`config.mk`:
```
export PLATFORM = sky130hd
export DESIGN_NAME = dadda_dot_accum
export DESIGN_NICKNAME = d
export VERILOG_FILES = /design/src/rtl/dadda_dot_accum.sv
export SDC_FILE = /design/constraint.sdc
export NUM_CORES = 1
export LEC_CHECK = 0
export BUFFER_PORTS_ARGS = -buffer_cell sky130_fd_sc_hd__buf_2
export CORE_ASPECT_RATIO = 1.5
export CORE_MARGIN = 1
export CORE_UTILIZATION = 45
export CTS_CLUSTER_SIZE = 10
export DETAILED_ROUTE_END_ITERATION = 6
export PLACE_DENSITY_LB_ADDON = 0.1
export SLEW_MARGIN = 20
export SYNTH_ARGS = -nofsm -noshare
export SYNTH_HDL_FRONTEND = slang
export SYNTH_SLANG_ARGS = --single-unit
export TNS_END_PERCENT = 5
```
`constraint.sdc`:
```
create_clock -name clk_i -period 6.54 [get_ports clk_i]
set_input_delay 0.654 -clock clk_i [delete_from_list [all_inputs] [get_ports clk_i]]
set_output_delay 0.654 -clock clk_i [all_outputs]
set_load 0.05 [all_outputs]
```
`src/rtl/dadda_dot_accum.sv`:
```
// Streaming dot-product accumulator fed by the dadda_mult product stream.
// Sums vec_len products per vector; emits a registered sum with sticky overflow.
module dadda_dot_accum #(
  parameter int WIDTH     = 16,
  parameter int ACC_WIDTH = 40,
  parameter bit SATURATE  = 1'b1
) (
  input  logic                 clk_i,
  input  logic                 rst_i,
  input  logic                 start_i,
  input  logic [7:0]           vec_len_i,
  input  logic [2*WIDTH-1:0]   product_i,
  input  logic                 valid_in_i,
  output logic [ACC_WIDTH-1:0] sum_o,
  output logic                 valid_out_o,
  output logic                 overflow_o,
  output logic                 busy_o,
  output logic                 drop_o
);

  localparam logic S_IDLE  = 1'b0;
  localparam logic S_ACCUM = 1'b1;

  logic                 state_q, state_d;
  logic [ACC_WIDTH-1:0] acc_q, acc_d;
  logic [7:0]           cnt_q, cnt_d;
  logic [7:0]           len_q, len_d;
  logic                 ovf_q, ovf_d;
  logic [ACC_WIDTH-1:0] sum_q, sum_d;
  logic                 vo_q, vo_d;
  logic                 ovfo_q, ovfo_d;
  logic                 drop_q, drop_d;

  logic [ACC_WIDTH-1:0] prod_ext;
  logic [ACC_WIDTH:0]   add_full;
  logic                 carry;
  logic [ACC_WIDTH-1:0] acc_add;
  logic [7:0]           cnt_inc;
  logic                 last;

  assign prod_ext = ACC_WIDTH'(product_i);
  assign add_full = {1'b0, acc_q} + {1'b0, prod_ext};
  assign carry    = add_full[ACC_WIDTH];
  // Once clamped, acc is all-ones; any further nonzero add carries again, so it stays clamped.
  assign acc_add  = (SATURATE && carry) ? '1 : add_full[ACC_WIDTH-1:0];
  assign cnt_inc  = cnt_q + 8'd1;
  assign last     = (cnt_inc == len_q);

  always_comb begin
    state_d = state_q;
    acc_d   = acc_q;
    cnt_d   = cnt_q;
    len_d   = len_q;
    ovf_d   = ovf_q;
    sum_d   = sum_q;
    ovfo_d  = ovfo_q;
    vo_d    = 1'b0;
    drop_d  = 1'b0;
    if (start_i) begin
      // start wins over a completing product; the partial vector is simply dropped
      len_d = vec_len_i;
      ovf_d = 1'b0;
      cnt_d = {7'd0, valid_in_i};
      acc_d = valid_in_i ? prod_ext : '0;
      if (vec_len_i == 8'd0) begin
        state_d = S_IDLE;
        sum_d   = '0;
        ovfo_d  = 1'b0;
        vo_d    = 1'b1;
        drop_d  = valid_in_i;
      end else if (vec_len_i == 8'd1 && valid_in_i) begin
        state_d = S_IDLE;
        sum_d   = prod_ext;
        ovfo_d  = 1'b0;
        vo_d    = 1'b1;
      end else begin
        state_d = S_ACCUM;
      end
    end else if (valid_in_i) begin
      if (state_q == S_ACCUM) begin
        acc_d = acc_add;
        cnt_d = cnt_inc;
        ovf_d = ovf_q | carry;
        if (last) begin
          state_d = S_IDLE;
          sum_d   = acc_add;
          ovfo_d  = ovf_q | carry;
          vo_d    = 1'b1;
        end
      end else begin
        drop_d = 1'b1;
      end
    end
  end

  always_ff @(posedge clk_i) begin
    if (rst_i) begin
      state_q <= S_IDLE;
      acc_q   <= '0;
      cnt_q   <= '0;
      len_q   <= '0;
      ovf_q   <= 1'b0;
      sum_q   <= '0;
      vo_q    <= 1'b0;
      ovfo_q  <= 1'b0;
      drop_q  <= 1'b0;
    end else begin
      state_q <= state_d;
      acc_q   <= acc_d;
      cnt_q   <= cnt_d;
      len_q   <= len_d;
      ovf_q   <= ovf_d;
      sum_q   <= sum_d;
      vo_q    <= vo_d;
      ovfo_q  <= ovfo_d;
      drop_q  <= drop_d;
    end
  end

  assign sum_o       = sum_q;
  assign valid_out_o = vo_q;
  assign overflow_o  = ovfo_q;
  assign busy_o      = (state_q == S_ACCUM);
  assign drop_o      = drop_q;

endmodule

```
==> results by group, run 1 <==
Timing
  • Final setup vio count: 0
  • Slew Viols, Final: 0
  • Fin Setup TNS: 0 ns
  • Relative slew slack: between 30% and 40%
  • Setup ws final: 2.952 ns
  • Final Skew: 0.01297 ns
  • RSZ-0062 raised after global routing: no
  • FMAX: approximately 280 MHz
  • Final min period: 3.588 ns
  • Final period utilization: 54.86%
  • Slew @ Worst Pin: 1.036 ns
  • Final hold violation count: 0

Synthesis
  • Top post-synthesis cells by area: dfxtp_1 31%, a21oi_1 7.7%, ha_1 6.3%, nor2_1 6.0%, a211oi_1 5.0%
  • Syn nets: about 910
  • Ys async rst share: 0%
  • Synth top cells by count: 105 x nor2_1, 101 x a21oi_1, 101 x dfxtp_1
  • Avg Cell Area, Syn: ~7.9 sq um
  • Mapped Cells: between 800 and 900
  • Sequential-to-total area share from yosys stat: 30.62%
  • Synth Warn #: 0
  • Area leader, netlist: dfxtp_1
  • Compound-Gate Fraction of Synth Area: 30.07%
  • Simple-gate portion of the synthesized area: approximately a fifth
  • EDFF count, synth: 0
  • Most common cell in the synthesized netlist: nor2_1
  • Post-synthesis cell type count: 75
  • Post-Synth Adder-Cell Area: 6.556%
  • Synth Area in XOR/XNOR: under 10%
  • Cell area after synthesis: 6604 sq um
  • Prevailing post-synth register cell: dfxtp_1
  • Mux cell area share after synthesis: 2.122%
  • Synth top area share: 30.62%
  • Largest family of logic cells by synthesized area: compound AO/OA/AOI/OAI gates
  • Seq cells post-synth: ~100

GRT
  • GRT Total Usage: 26.72%
  • Remaining global-route overflow: 0
  • Largest net degree at the start of global routing: 53
  • Initial antenna violation count: 0
  • Vias in the first global route: 6361
  • Global-route wire length before repair: around 32000 um

Clock network
  • H-tree levels: 3
  • CTS Buf Count: 9
  • Clock slew at reported path FFs: approximately 0.070 ns
  • CTS resizes: 0
  • Hold-fix buffers, CTS: 0
  • CTS max path bufs: 2
  • Clk sinks: 101
  • # Post-CTS Setup Buffers: 0
  • Clock Latency Late Sink: 0.35 ns
  • CTS tree: built
  • Root Buffer: clkbuf_16

Detailed routing
  • Drt drc: 0
  • Iteration-0 DRC count of the detailed router: 343
  • Vias: 6458
  • WL/cell: 18.18 um
  • Pre-Repair DR Iteration Count: 6
  • Antenna viol nets, final: 0
  • Via density: 5.958
  • DRT Wirelength: a little under 20000 um

Setup path
  • Largest stage delay, worst path: 0.86 ns
  • Critical Path End Type: register
  • Critical path, cell by cell: buf_2 -> ha_1 -> nand4_1 -> or4_4 -> o311ai_4 -> o21a_1 -> o21ai_0 -> a211oi_1
  • Crit path max-delay family: compound AO/OA/AOI/OAI gates
  • Worst path bufs/invs: 1
  • Critical path type: in -> reg
  • Cell at the slowest stage of the critical path: o21a_1
  • Critical Path AT: roughly 3.8 ns
  • Startpoint types: input port
  • Highest net fanout along the worst path: 23
  • Req. time, crit path: 6.79 ns

Die
  • Site Rows: 53
  • # IOs: 88
  • Die ar.: 15170 sq um
  • Starting Density: between 40% and 50%
  • Core area: 14190 sq um
  • Die height: 150.4 um
  • Die Wd: 100.9 um

Status
  • Status: completed

Place
  • Hpwl dp: approximately 14000 um
  • Final GP Congestion: 0.9818
  • DP Area: 7093 sq um
  • # port buffers: 87
  • Dpl ws: about 2.6 ns
  • Placed insts: 1068

Layout
  • Layout Area Growth over Synthesis: 11.65%
  • Proportion of layout cells with a drive suffix above 1: 15.92%
  • Post-route design area: 7373 sq um
  • Inserted Diodes: 0
  • Fillers: 1439
  • Fin cells: 1084
  • NumNets Final: 965

Min path
  • Worst hold path type: reg -> reg

Job
  • Max-cap violations: 0

Pwr
  • Peak supply drop: 116.6 uV
  • LEAKAGE: 2.928 nW
  • Power Density: 216.3 nW/um^2
  • Pwr Total: around 1.6 mW
## kinds of logic after synthesis
group                    Yosys count
buffers and inverters             64
XOR/XNOR                          42
adder cells (fa/ha/maj)           34
AND/OR/NAND/NOR                  288
multiplexers                      14
flip-flops                       101
AO/OA/AOI/OAI                    293
## power by group
part	switching, mW	leakage, nW	internal (mW)
Sequential	0.0157	0.823	0.639
Clock	0.257	0.139	0.264
Combinational	0.267	1.97	0.153
## through the flow
stage               hold WS [ns]  util, %
floorplan                 0.4374        -
global placement          0.4410    49.98
detailed placement        0.4496    49.98
CTS                       0.4636    51.96
global route              0.4818    51.96
finish                    0.4621    51.96
## per-layer routing
metal / track usage (%) / share of wire, % / vias up
li1: - / - / 3187
met1: 30.71 / 42 / 3022
met2: 49.21 / 51 / 204
met3: 3.157 / 3.9 / 45
met4: 11.38 / 3.1 / 0
met5: 0 / 0 / -
## final timing paths
path                  from        end  slack, ns  cells after the start
max          product_i[17]  acc_q[17]       2.95                      8
min reg2reg      sum_o[34]  sum_o[34]       0.46                      2
max reg2reg      acc_q[16]  acc_q[17]       3.07                      7
min              sum_o[34]  sum_o[34]       0.46                      2
## cells in the final DEF, fill, tap and decap left out, types with 4 or more instances in the layout
| cell | count |
|---|---|
| buf_4 | 6 |
| a21o_1 | 11 |
| mux2i_1 | 14 |
| and2_1 | 9 |
| o211ai_1 | 12 |
| and4_1 | 4 |
| a311oi_2 | 6 |
| a311oi_1 | 4 |
| a21oi_1 | 100 |
| o21ai_0 | 47 |
| a211oi_1 | 44 |
| nor3b_1 | 4 |
| xnor2_1 | 31 |
| nor2_1 | 105 |
| xor2_1 | 11 |
| buf_2 | 87 |
| nor2b_1 | 8 |
| nand2_1 | 75 |
| nand3_1 | 16 |
| dfxtp_1 | 101 |
| nor4_1 | 5 |
| a31oi_1 | 8 |
| inv_1 | 11 |
| ha_1 | 33 |
| a211oi_2 | 9 |
| nor3_1 | 26 |
| clkbuf_16 | 9 |
| a22oi_1 | 6 |
| nand4_1 | 10 |
| and3_1 | 6 |
## flip-flops by register name (all words and copies together) (netlist names)
| register | count |
|---|---|
| acc_q | 40 |
| sum_o | 40 |
| cnt_q | 8 |
| len_q | 8 |
| busy_o | 1 |
| drop_o | 1 |
| overflow_o | 1 |
| ovf_q | 1 |
| valid_out_o | 1 |
## cell type report
class,count,area [sq um],share of cell area (%)
clock buffers,9,225.2,3.054
clock inverters,7,55.05,0.7466
inverters,11,41.29,0.5600
multi-input cells,671,4309,58.44
flip-flops and latches,101,2022,27.42
well taps,192,240.2,3.258
repair buffers,93,480.5,6.516
## worst min-delay path, stage by stage, from the launching register on
cell     delay (ns)
dfxtp_1        0.32
nand2_1        0.05
a21oi_1        0.05
Note: power is estimated with default switching activity, not from simulation.
==> run 2, diff against run 1 <==
ABC_AREA = 1   (was default)
clock period = 3.4 ns   (was 6.54 ns; I/O delays follow)
==> run 2 against run 1 <==
Effect of this change:
- core utilization down 0.50 points
- routed wire length up 32%
- non-clock buffer count up 7
- cell count up 51%
- first-iteration DRC count up 27%
- critical path depth up 7
- worst setup slack worse by 2.3 ns
- die area up 16%
- combinational power rose to 2.9 times the previous value
- hold slack worse by 0.23 ns
- via count up 28%
==> results by group, run 2 <==
Setup path
  • Startpoint types: register
  • Largest stage delay, worst path: 0.47 ns (-0.39 ns)
  • Critical Path AT: 2.99 ns (-0.85 ns)
  • Req. time, crit path: 3.67 ns (-3.12 ns)
  • Cell at the slowest stage of the critical path: fa_1
  • Highest net fanout along the worst path: 16 (-30%)
  • Critical path type: reg -> reg
  • Critical path, cell by cell: ha_1 -> fa_1 -> nand2_1 -> nand3_1 -> nand3_1 -> nand2_1 -> nand2_1 -> nand2_1 -> nand2_1 -> nand2_1 -> nand2_2 -> buf_4 -> nand3_1 -> a21oi_1 -> nor2_1
  • Critical Path End Type: register
  • Most frequent CP cell: nand2_1

Layout
  • Proportion of layout cells with a drive suffix above 1: 8.951% (-7.0 points)
  • Inserted Diodes: 0 (unchanged)
  • Layout Area Growth over Synthesis: 12.14%
  • Commonest non-fill, non-tap cells in the layout: 545 x nand2_1, 177 x inv_1, 169 x nor2_1, 101 x dfxtp_1, 87 x buf_2
  • NumNets Final: 1503 (+56%)
  • Fillers: 1855 (+29%)
  • Most common cell after layout, fill and taps aside: nand2_1
  • Finished Core Util: 51.46% (-0.50 points)

Detailed routing
  • M1 WL: 9603 um (+17%)
  • Via density: 5.033 (-16%)
  • Vias: 8254 (+28%)
  • Met3 routed WL: 919 um (+19%)
  • WL/cell: 15.85 um (-13%)
  • Pre-Repair DR Iteration Count: 5 (-1)
  • Uppermost layer routed: met4
  • Antenna viol nets, final: 0 (unchanged)
  • Iteration-0 DRC count of the detailed router: 436 (+27%)
  • Wire length on met2: 13640 um (+35%)
  • DRT Wirelength: 26000 um (+32%)
  • Drt drc: 0 (unchanged)

Die
  • Starting Density: 45.89% (-0.64 points)
  • Core area: 16690 sq um (+18%)
  • Die ar.: 17560 sq um (+16%)
  • Die height: 161.8 um (+7.6%)
  • Die Wd: 108.5 um (+7.5%)
  • # IOs: 88 (unchanged)
  • Site Rows: 58 (+9.4%)

Synthesis
  • Post-synthesis cell type count: 36 (-52%)
  • Seq cells post-synth: 101 (unchanged)
  • Cell area after synthesis: 7660 sq um (+16%)
  • Mapped Cells: 1356 (+62%)
  • Sequential-to-total area share from yosys stat: 26.40% (-4.2 points)
  • EDFF count, synth: 0 (unchanged)
  • Avg Cell Area, Syn: 5.649 sq um (-28%)
  • Synth Warn #: 0 (unchanged)
  • Synth top cells by count: 546 x nand2_1, 178 x inv_1, 169 x nor2_1
  • Ys async rst share: 0% (unchanged)
  • Top post-synthesis cells by area: nand2_1 27%, dfxtp_1 26%, inv_1 8.7%, nor2_1 8.3%, ha_1 5.4%
  • Syn nets: 1434 (+57%)
  • Most common cell in the synthesized netlist: nand2_1
  • Prevailing post-synth register cell: dfxtp_1
  • Synth top area share: 26.76% (-3.9 points)
  • Area leader, netlist: nand2_1

Clock network
  • Clock slew at reported path FFs: 0.08 ns (about the same)
  • CTS max path bufs: 2 (unchanged)
  • Clock Latency Late Sink: 0.37 ns (+0.02 ns)
  • CTS tree: built
  • CTS resizes: 0 (unchanged)
  • H-tree levels: 3 (unchanged)
  • Clk sinks: 101 (unchanged)
  • Hold-fix buffers, CTS: 0 (unchanged)
  • # Post-CTS Setup Buffers: 0 (unchanged)
  • CTS Buf Count: 9 (unchanged)
  • Root Buffer: clkbuf_16

GRT
  • GRT Total Usage: 30.88% (+4.2 points)
  • Vias in the first global route: 7863 (+24%)
  • Largest net degree at the start of global routing: 57 (+7.5%)
  • Global-route wire length before repair: 40910 um (+29%)
  • Remaining global-route overflow: 0 (unchanged)
  • Initial antenna violation count: 0 (unchanged)

Place
  • Hpwl dp: 20850 um (+47%)
  • Final GP Congestion: 0.9574 (-2.5%)
  • Dpl ws: 0.5146 ns (-2.110 ns)
  • # port buffers: 87 (unchanged)

Pwr
  • Pwr Total: 3.660 mW (+130%)
  • Power Density: 426.1 nW/um^2 (+97%)
  • LEAKAGE: 4.670 nW (+59%)
  • Peak supply drop: 226.5 uV (+94%)

Timing
  • Setup ws final: 0.6858 ns (-2.266 ns)
  • Slew Viols, Final: 0 (unchanged)
  • Final min period: ~2.7 ns
  • Final hold violation count: 0 (unchanged)
  • RSZ-0062 raised after global routing: no
  • Relative slew slack: 58.21% (+27 points)
  • FMAX: 368.4 MHz
  • Final setup vio count: 0 (unchanged)
  • Fin Setup TNS: 0 ns (unchanged)
  • Final Skew: 0.01227 ns (-0.0006981 ns)
  • Slew @ Worst Pin: 0.6260 ns (-0.4102 ns)
  • Final period utilization: 79.83%

Min path
  • Worst hold path type: in -> reg

Job
  • Max-cap violations: 0 (unchanged)

Status
  • Status: completed
-- run 2: per-layer routing --
metal | up-vias | global-route usage (%)
met4 | 0 | 20.88
li1 | 4351 | -
met2 | 197 | 57.74
met1 | 3641 | 30.86
met5 | - | 0
met3 | 65 | 4.133
-- run 2: cells by family (layout without fill, tap and decap cells) --
logic type	count (synthesis)	count (layout)	synth area share [%]
XOR/XNOR	24	24	2.744
AND/OR/NAND/NOR	823	823	43.17
adder cells (fa/ha/maj)	34	34	5.652
buffers and inverters	224	298	11.52
AO/OA/AOI/OAI	150	150	10.52
flip-flops	101	101	26.40
-- run 2: where the power goes --
group          leakage, nW  internal, mW  switching, mW  total [mW]
Combinational         3.68         0.373          0.831        1.20
Sequential           0.830          1.27         0.0559        1.32
Clock                0.155         0.591          0.543        1.13
Total                 4.67          2.23           1.43        3.66
-- run 2: stage by stage --
step | instance area (sq um) | instances | hold slack (ns)
2_1_floorplan | 7660 | 1356 | 0.4297
3_3_place_gp | 8272 | 1624 | 0.4725
3_5_place_dp | 8272 | 1624 | 0.4736
4_1_cts | 8589 | 1640 | 0.2249
5_1_grt | 8589 | 1640 | 0.2351
6_report | 8589 | 1640 | 0.2345
-- run 2: critical path: cells and delay by family, from the launching register on --
family,cells,cell delay (ns)
AND/OR/NAND/NOR,11,1.18
adder cells (fa/ha/maj),2,0.70
flip-flops,1,0.31
buffers and inverters,1,0.25
AO/OA/AOI/OAI,1,0.17
-- run 2: path summary, 6_finish.rpt --
check                                  start        end  slack [ns]  cells after the start
worst max-delay path                acc_q[0]  sum_o[35]        0.69                     15
worst min-delay path            vec_len_i[5]   len_q[5]        0.23                      3
worst max register to register      acc_q[0]  sum_o[35]        0.69                     15
worst min register to register      len_q[6]   len_q[6]        0.49                      2
-- run 2: cell type report --
| class | count | area, sq um | area share [%] |
|---|---|---|---|
| Multi-Input combinational cell | 1031 | 4758 | 55.40 |
| Sequential cell | 101 | 2022 | 23.54 |
| Inverter | 182 | 683.2 | 7.953 |
| Timing Repair Buffer | 100 | 545.5 | 6.351 |
| Tap cell | 210 | 262.8 | 3.059 |
| Clock buffer | 9 | 225.2 | 2.622 |
| Clock inverter | 7 | 92.59 | 1.078 |
==> run 3, diff against run 2 <==
clock period = 2.7 ns   (was 3.4 ns; I/O delays follow)
==> run 3 against run 2 <==
Effect of this change:
- cell count rose by 0.79%
- sequential cell count did not move
- hold slack got worse by 0.063 ns
- count of clock-buffer cells in the layout did not move
- combinational power rose by 28%
- non-clock buffer count rose by 12
- clock skew rose by 0.0014 ns
- die area did not move
- register-to-register slack got worse by 0.40 ns
- largest power group unchanged
==> results by group, run 3 (same netlist as run 2, synthesis figures left out) <==
Die
  • Site Rows: 58 (unchanged)
  • Core area: 16690 sq um (unchanged)
  • Die Wd: 108.5 um (unchanged)
  • Starting Density: 45.89% (unchanged)
  • Die ar.: 17560 sq um (unchanged)
  • Die height: 161.8 um (unchanged)
  • # IOs: 88 (unchanged)

Setup path
  • Startpoint types: register
  • Worst reg2reg path startpoint: acc_q[23]
  • CP startpoint: acc_q[23]
  • Critical Path End Type: register
  • Req. time, crit path: 2.97 ns (-0.70 ns)
  • Critical Path AT: 2.68 ns (-0.31 ns)
  • Critical path type: reg -> reg
  • Highest net fanout along the worst path: 16 (unchanged)

Detailed routing
  • Iteration-0 DRC count of the detailed router: 416 (-4.6%)
  • Drt drc: 0 (unchanged)
  • Via density: 5.066 (+0.66%)
  • DRT Wirelength: 25580 um (-1.6%)
  • Vias: 8374 (+1.5%)
  • Antenna viol nets, final: 0 (unchanged)
  • WL/cell: 15.47 um (-2.4%)
  • Pre-Repair DR Iteration Count: 5 (unchanged)

GRT
  • Remaining global-route overflow: 0 (unchanged)
  • Largest net degree at the start of global routing: 73 (+28%)
  • Initial antenna violation count: 0 (unchanged)
  • Global-route wire length before repair: 39880 um (-2.5%)
  • GRT Total Usage: 29.59% (-1.3 points)
  • Vias in the first global route: 7900 (+0.47%)

Timing
  • Final min period: 2.416 ns (-0.2979 ns)
  • Final setup vio count: 0 (unchanged)
  • Fin Setup TNS: 0 ns (unchanged)
  • RSZ-0062 raised after global routing: no
  • Final Skew: 0.01367 ns (+0.001397 ns)
  • Slew @ Worst Pin: 0.5579 ns (-0.06804 ns)
  • Setup ws final: 0.2837 ns (-0.4021 ns)
  • Relative slew slack: 62.67% (+4.5 points)
  • Final hold violation count: 0 (unchanged)
  • Slew Viols, Final: 0 (unchanged)
  • Final period utilization: 89.49% (+9.7 points)
  • FMAX: 413.9 MHz (+12%)
  • Hold_ws: 0.1718 ns (-0.06266 ns)

Min path
  • Hold wc startpoint: vec_len_i[5]
  • Worst hold path type: in -> reg

Clock network
  • Root Buffer: clkbuf_16
  • CTS tree: built
  • CTS max path bufs: 2 (unchanged)
  • Clk sinks: 101 (unchanged)
  • H-tree levels: 3 (unchanged)
  • Clock Latency Late Sink: 0.37 ns (about the same)
  • Clock slew at reported path FFs: 0.08 ns (about the same)
  • # Post-CTS Setup Buffers: 0 (unchanged)
  • CTS Buf Count: 9 (unchanged)

Layout
  • Commonest non-fill, non-tap cells in the layout: 544 x nand2_1, 178 x inv_1, 169 x nor2_1, 101 x dfxtp_1, 87 x buf_2
  • Inserted Diodes: 0 (unchanged)
  • NumNets Final: 1516 (+0.86%)
  • Most common cell after layout, fill and taps aside: nand2_1
  • Finished Core Util: 52.21% (+0.75 points)
  • Layout Area Growth over Synthesis: 13.77%
  • Proportion of layout cells with a drive suffix above 1: 9.841% (+0.89 points)

Place
  • Final GP Congestion: 0.9861 (+3.0%)
  • # port buffers: 87 (unchanged)
  • Dpl ws: 0.1877 ns (-0.3269 ns)
  • Hpwl dp: 20240 um (-2.9%)

Status
  • Status: completed

Pwr
  • Power Density: 522.0 nW/um^2 (+22%)
  • LEAKAGE: 4.744 nW (+1.6%)
  • Peak supply drop: 282.1 uV (+25%)

Job
  • Max-cap violations: 0 (unchanged)
run 3: changes by cell type in the layout (fill, tap and decap cells not counted), moves of 2 or more:
cell | previous run | this run
buf_12 | 1 | 4
nand3_2 | 2 | 4
buf_4 | 12 | 21
inv_8 | 1 | 3
run 3: final cells by class:
type | instances | area [sq um]
Timing Repair Buffer | 112 | 673.1
Tap cell | 210 | 262.8
Clock buffer | 9 | 225.2
Inverter | 182 | 683.2
Fill cell | 1821 | 7976
Clock inverter | 7 | 72.57
Multi-Input combinational cell | 1032 | 4776
Sequential cell | 101 | 2022
run 3: where the power goes:
group / internal (mW) / total (mW) / switching [mW] / leakage [nW]
Sequential: 1.59 / 1.66 / 0.0692 / 0.830
Combinational: 0.500 / 1.54 / 1.04 / 3.77
Clock: 0.658 / 1.34 / 0.685 / 0.149
Total: 2.75 / 4.55 / 1.80 / 4.74
run 3: layer usage:
metal	part of all wire (%)	global-route usage [%]	up-vias
met4	5.0	14.74	0
met2	53	56.42	186
li1	-	-	4388
met1	39	30.82	3741
met3	3.3	3.852	59
met5	0	0	-
run 3: stage by stage:
step / instances / power (mW) / instance area [sq um]
2_1_floorplan: 1356 / 2.769 / 7660
3_5_place_dp: 1636 / 3.224 / 8399
5_1_grt: 1653 / 4.817 / 8715
6_report: 1653 / 4.549 / 8715
3_3_place_gp: 1636 / 3.225 / 8399
4_1_cts: 1652 / 4.565 / 8697
run 3: timing repair:
action | CTS | global route
hold buffers | 0 | 0
gates resized for setup | 0 | 2
endpoints found under the setup margin | 0 | 6
run 3: final timing paths:
kind / end / slack, ns / cells past startpoint
worst max-delay path: sum_o[11] / 0.28 / 15
worst min-delay path: len_q[5] / 0.17 / 3
worst max register to register: sum_o[11] / 0.28 / 15
worst min register to register: len_q[6] / 0.48 / 2
run 3: critical path, stage by stage, from the launching register on:
cell     delay (ns)
dfxtp_1        0.32
ha_1           0.34
nand2_1        0.16
inv_1          0.05
a21oi_1        0.19
and2_1         0.21
nor2_1         0.06
nor2_1         0.11
nand2_1        0.10
nand2_2        0.11
buf_4          0.23
nand2_1        0.09
nand2_1        0.10
nand2_1        0.06
nor2_1         0.11
nor2_1         0.06
